==> src/rtl/flash_mode_cmd.sv <==
// rtl/flash_mode_cmd.sv - snooped SPI mode-select decoder driving the flash mux selects
// Optional one-shot mode commands enabled by defining FLASH_MODE_ONESHOT_EN.
module flash_mode_cmd #(
  parameter logic [7:0] CMD_OPCODE = 8'hA5,
  parameter logic [3:0] MAGIC      = 4'hC
) (
  input  logic       clk,
  input  logic       rst,
  input  logic       h_clk,
  input  logic       h_cs_n,
  input  logic       h_mosi,
  output logic       sel0,
  output logic       sel1,
  output logic       cmd_ok,
  output logic       cmd_err,
  output logic [7:0] err_count,
  output logic       oneshot_active
);

  typedef enum logic [1:0] {WAIT_IDLE, IDLE, SHIFT} state_t;

  state_t state, state_next;

  // Stage [2] is the edge-detect register; the *_q flops hold its previous value.
  // Chip select resets to "busy" so WAIT_IDLE only sees a genuine idle bus.
  logic [2:0] clk_sr, cs_sr, mosi_sr;
  logic       clk_q, cs_q;
  logic       clk_rise, cs_d, mosi_d;

  logic [4:0] bit_cnt;
  logic [7:0] opcode, mode;
  logic       clr, shift, eval;
  logic       op_match, valid, reject;
  logic [1:0] sel_q;

  always_ff @(posedge clk or posedge rst) begin
    if (rst) begin
      clk_sr  <= '0;
      cs_sr   <= '0;
      mosi_sr <= '0;
      clk_q   <= 1'b0;
      cs_q    <= 1'b0;
    end else begin
      clk_sr  <= {clk_sr[1:0], h_clk};
      cs_sr   <= {cs_sr[1:0], h_cs_n};
      mosi_sr <= {mosi_sr[1:0], h_mosi};
      clk_q   <= clk_sr[2];
      cs_q    <= cs_sr[2];
    end
  end

  assign clk_rise = clk_sr[2] & ~clk_q;
  assign cs_d     = cs_sr[2];
  assign mosi_d   = mosi_sr[2];

  always_ff @(posedge clk or posedge rst) begin
    if (rst) state <= WAIT_IDLE;
    else     state <= state_next;
  end

  always_comb begin
    state_next = state;
    clr        = 1'b0;
    shift      = 1'b0;
    eval       = 1'b0;
    case (state)
      WAIT_IDLE: if (cs_d) state_next = IDLE;
      IDLE: begin
        if (!cs_d && cs_q) begin
          state_next = SHIFT;
          clr        = 1'b1;
        end
      end
      SHIFT: begin
        if (cs_d) begin
          state_next = IDLE;
          eval       = 1'b1;
        end else if (clk_rise) begin
          shift = 1'b1;
        end
      end
      default: state_next = WAIT_IDLE;
    endcase
  end

  always_ff @(posedge clk or posedge rst) begin
    if (rst) begin
      bit_cnt <= '0;
      opcode  <= '0;
      mode    <= '0;
    end else if (clr) begin
      bit_cnt <= '0;
      opcode  <= '0;
      mode    <= '0;
    end else if (shift) begin
      if (bit_cnt < 5'd8)       opcode <= {opcode[6:0], mosi_d};
      else if (bit_cnt < 5'd16) mode   <= {mode[6:0], mosi_d};
      if (bit_cnt != 5'd31) bit_cnt <= bit_cnt + 5'd1;
    end
  end

  assign op_match = (bit_cnt >= 5'd8) && (opcode == CMD_OPCODE);
  assign valid    = op_match && (bit_cnt == 5'd16) && (mode[7:4] == MAGIC) && (mode[1:0] != 2'b00);
  assign reject   = op_match && !valid;

  always_ff @(posedge clk or posedge rst) begin
    if (rst) begin
      cmd_ok    <= 1'b0;
      cmd_err   <= 1'b0;
      err_count <= '0;
    end else begin
      cmd_ok  <= eval && valid;
      cmd_err <= eval && reject;
      if (eval && reject && err_count != 8'hFF) err_count <= err_count + 8'd1;
    end
  end

`ifdef FLASH_MODE_ONESHOT_EN
  logic [1:0] p;
  logic       oneshot_q;

  // A valid command wins over the pending revert; any other non-empty transaction reverts.
  always_ff @(posedge clk or posedge rst) begin
    if (rst) begin
      sel_q     <= 2'b01;
      p         <= 2'b01;
      oneshot_q <= 1'b0;
    end else if (eval && valid) begin
      sel_q <= mode[1:0];
      if (mode[3]) begin
        oneshot_q <= 1'b1;
      end else begin
        p         <= mode[1:0];
        oneshot_q <= 1'b0;
      end
    end else if (eval && oneshot_q && bit_cnt != 5'd0) begin
      sel_q     <= p;
      oneshot_q <= 1'b0;
    end
  end

  assign oneshot_active = oneshot_q;

  logic unused_mode;
  assign unused_mode = mode[2];
`else
  always_ff @(posedge clk or posedge rst) begin
    if (rst)               sel_q <= 2'b01;
    else if (eval && valid) sel_q <= mode[1:0];
  end

  assign oneshot_active = 1'b0;

  logic unused_mode;
  assign unused_mode = ^mode[3:2];
`endif

  assign sel0 = sel_q[0];
  assign sel1 = sel_q[1];

endmodule

==> config.mk <==
export PLATFORM = sky130hd
export DESIGN_NAME = flash_mode_cmd
export DESIGN_NICKNAME = d
export VERILOG_FILES = /design/src/rtl/flash_mode_cmd.sv
export SDC_FILE = /design/constraint.sdc
export NUM_CORES = 1
export LEC_CHECK = 0
export BUFFER_PORTS_ARGS = -buffer_cell sky130_fd_sc_hd__buf_2
export CORE_MARGIN = 2
export CORE_UTILIZATION = 55
export CTS_CLUSTER_DIAMETER = 120
export DETAILED_ROUTE_END_ITERATION = 7
export GPL_ROUTABILITY_DRIVEN = 1
export PLACE_DENSITY_LB_ADDON = 0.05
export SLEW_MARGIN = 10
export SYNTH_ARGS = -nofsm -noshare
export SYNTH_HDL_FRONTEND = slang
export SYNTH_SLANG_ARGS = --single-unit
==> constraint.sdc <==
create_clock -name clk -period 3.5 [get_ports clk]
set_input_delay 0.35 -clock clk [delete_from_list [all_inputs] [get_ports clk]]
set_output_delay 0.35 -clock clk [all_outputs]
set_load 0.02 [all_outputs]
==> flow_summary.ini <==
[grt]
grt-ovfl-total = 0
grt_max_degree = 47
antenna_found_initial = 0
grt_pass1_wl_um = 5690
grt_usage_pct = 18.5
first_global_vias = 1253

[floorplanning]
boundaryPins = 18
die_w_um = 63.4
die_h_um = 63.4
start_util_pct = 57.7
core_area_sq_um = 3360
dieArea_sq_um = 4020
rows = 21

[yosys]
synth_top_area_cell = dfrtp_1
yosysSeqAreaShare_pct = 59.4
syn_area_per_cell_sq_um = 12.3
syn_nets = 167
synth_seq_cells = 46
synthCells = 158
synth_top_area_share_pct = 58.0
yosysWarnings = 0
synth_cell_type_count = 34
synth_area_leaders = dfrtp_1 58%, mux2i_1 9.3%, nor2_1 4.4%
syn-cell-area_sq_um = 1940

[power_and_ir_drop]
p_per_area_nw_per_um2 = 415
power_w = 0.000897
p_leak_nw = 1.02
vdd_drop_max_uv = 281

[drt]
viasPerCell = 5.43
ant_nets = 0
wl_um = 3200
wl_per_cell_um = 14.2
drt_iter0_drc = 47
route.detailed.drc = 0
via_count = 1221
drtPass1Iterations = 5

[cells_and_area]
syn_to_final_growth_pct = 11.5
multi_input_comb_area_sq_um = 753
final_cells = 225
regArea_sq_um = 1150
n_antenna_cell = 0
nNetsFinal = 187
fill_cells = 287
final_layout_size_suffix_gt1_share_pct = 22.3

[sta]
fin_setup_tns_ns = 0
hold_violations = 0
min_period_over_period_pct = 66.6
maxSlewViolCount = 0
setup_viol = 0
clock_skew_ns = 0.0101
relSlewSlack_pct = 27.6
worst_pin_slew_ns = 1.08
period_needed_ns = 2.33
rsz0062_at_grt = false
fmaxAchievable_ghz = 0.429

[clock_network]
ctsHoldBuffers = 0
clock_sinks = 46
h-tree-depth = 2
numCtsBuffers = 5
cts-root-buf = clkbuf_4
path_clk_slew_ns = 0.13
cts_resized = 0
tritoncts = done
clkLatencyLatePin_ns = 0.36
post_cts_buffers = 0
cts_buffer_depth = 2

[hold_path]
hold_path.class = input pin to register

[setup_path]
path_class = register to register
startpoint_type = register
path_delay_family = simple AND/OR/NAND/NOR gates
critPathMaxStageDelay_ns = 0.71
cp_slowest_cell = or4_1
end_kind = register
crit_chain = o211ai_1 > or4_1 > or4_4 > mux2_4
worstPathArrival_ns = 2.59
worstPathMaxFanout = 10
worst-path-buf-inv = 0
crit_required_ns = 3.76

[placement]
portBuffers = 16
placedCellCount = 217
dp_hpwl_um = 2240
gp_congestion = 0.823

[status]
run_status = finished clean

[flow_run]
drv_cap = 0
## power breakdown
group / internal [W] / switching (W) / leakage (nW) / total (W)
clock network: 0.000151 / 0.000166 / 0.0385 / 0.000317
logic: 0.00000997 / 0.0000196 / 0.372 / 0.0000296
registers: 0.000541 / 0.00000886 / 0.610 / 0.000550
total: 0.000702 / 0.000195 / 1.02 / 0.000897
## path summary, 6_finish.rpt
path / startpoint / end / slack, ns / depth (start not counted)
min reg2reg: cs_sr[1] / cs_sr[2] / 0.37 / 0
min: h_clk / clk_sr[0] / 0.08 / 1
min in group asynchronous: rst / mode[1] / 0.10 / 3
max reg2reg: cs_sr[2] / sel_q[1] / 1.17 / 4
max in group asynchronous: rst / opcode[7] / 3.02 / 3
max: cs_sr[2] / sel_q[1] / 1.17 / 4
## cells in the final DEF, fill, tap and decap left out, types with 4 or more instances in the layout
| cell type | netlist | layout |
|---|---|---|
| buf_2 | 2 | 16 |
| nor3_1 | 6 | 6 |
| mux2_2 | 5 | 5 |
| clkbuf_4 | 0 | 5 |
| inv_1 | 5 | 4 |
| nand2_1 | 4 | 4 |
| ha_1 | 4 | 4 |
| dfrtp_1 | 45 | 45 |
| mux2i_1 | 18 | 18 |
| nor2_1 | 23 | 23 |
| nand3_1 | 5 | 5 |
## metrics by stage
step | instance area, sq um | setup slack, ns | hold slack (ns) | utilization, %
3_3_place_gp | 2080 | 1.25 | 0.334 | 62.0
6_report | 2160 | 1.17 | 0.0829 | 64.3
3_5_place_dp | 2080 | 1.20 | 0.335 | 62.0
4_1_cts | 2160 | 1.17 | 0.0720 | 64.3
5_1_grt | 2160 | 1.09 | 0.0548 | 64.3
2_1_floorplan | 1940 | 1.38 | 0.331 | -
## cell usage after synthesis (all sizes together)
library cell and n:
mux2 7, or3b 1, o21ai 2, nand3 5
or4 2, nor4bb 1, nand3b 1, dfrtp 45
inv 5, nand2b 2, a21oi 3, nand4bb 2
o211ai 1, dfstp 1, nor4b 3, and3 2
buf 3, nor2 23, ha 4, mux2i 18
conb 1, nor3 7, xor2 3, clkbuf 3
xnor2 3, nand2 4, nand4b 1, or4b 1
nor4 4
## logic make-up (layout without fill, tap and decap cells)
kind of cell	after synthesis	in the layout	synth area share, %
compound gates	6	6	1.68
other cells	1	1	0.193
buf+inv	11	32	2.45
mux	25	25	13.7
xor+xnor	6	6	2.71
flops	46	46	59.4
fa+ha+maj	4	4	2.58
simple gates	59	59	17.3
## worst register-to-register path, delay by kind of cell, from the launching register on
kind             cells  cell delay, ns
multiplexers         1            0.31
flip-flops           1            0.57
AO/OA/AOI/OAI        1            0.14
AND/OR/NAND/NOR      2            1.22
## final cells by class
| class | instances | area share, % |
|---|---|---|
| Clock inverter | 2 | 1.74 |
| Inverter | 5 | 0.868 |
| Sequential cell | 46 | 53.3 |
| Clock buffer | 6 | 1.91 |
| Multi-Input combinational cell | 101 | 34.8 |
| Timing Repair Buffer | 19 | 4.74 |
| Tap cell | 46 | 2.66 |
## sequential cells by signal (all words and copies together) (netlist names)
register and flops:
cs_sr 3, cs_q 1, cmd_err 1, bit_cnt 5, sel_q 2, clk_q 1, mode 8, err_count 8
opcode 8, clk_sr 3, mosi_sr 3, cmd_ok 1, state 2
## routing by layer
metal / global-route usage (%) / vias up / part of all wire [%]
met5: 0 / - / 0
met4: 8.70 / 0 / 1.8
met3: 4.46 / 7 / 3.6
met2: 29.3 / 26 / 48
met1: 24.1 / 599 / 47
li1: - / 589 / -
(Power assumes the default switching activity.)
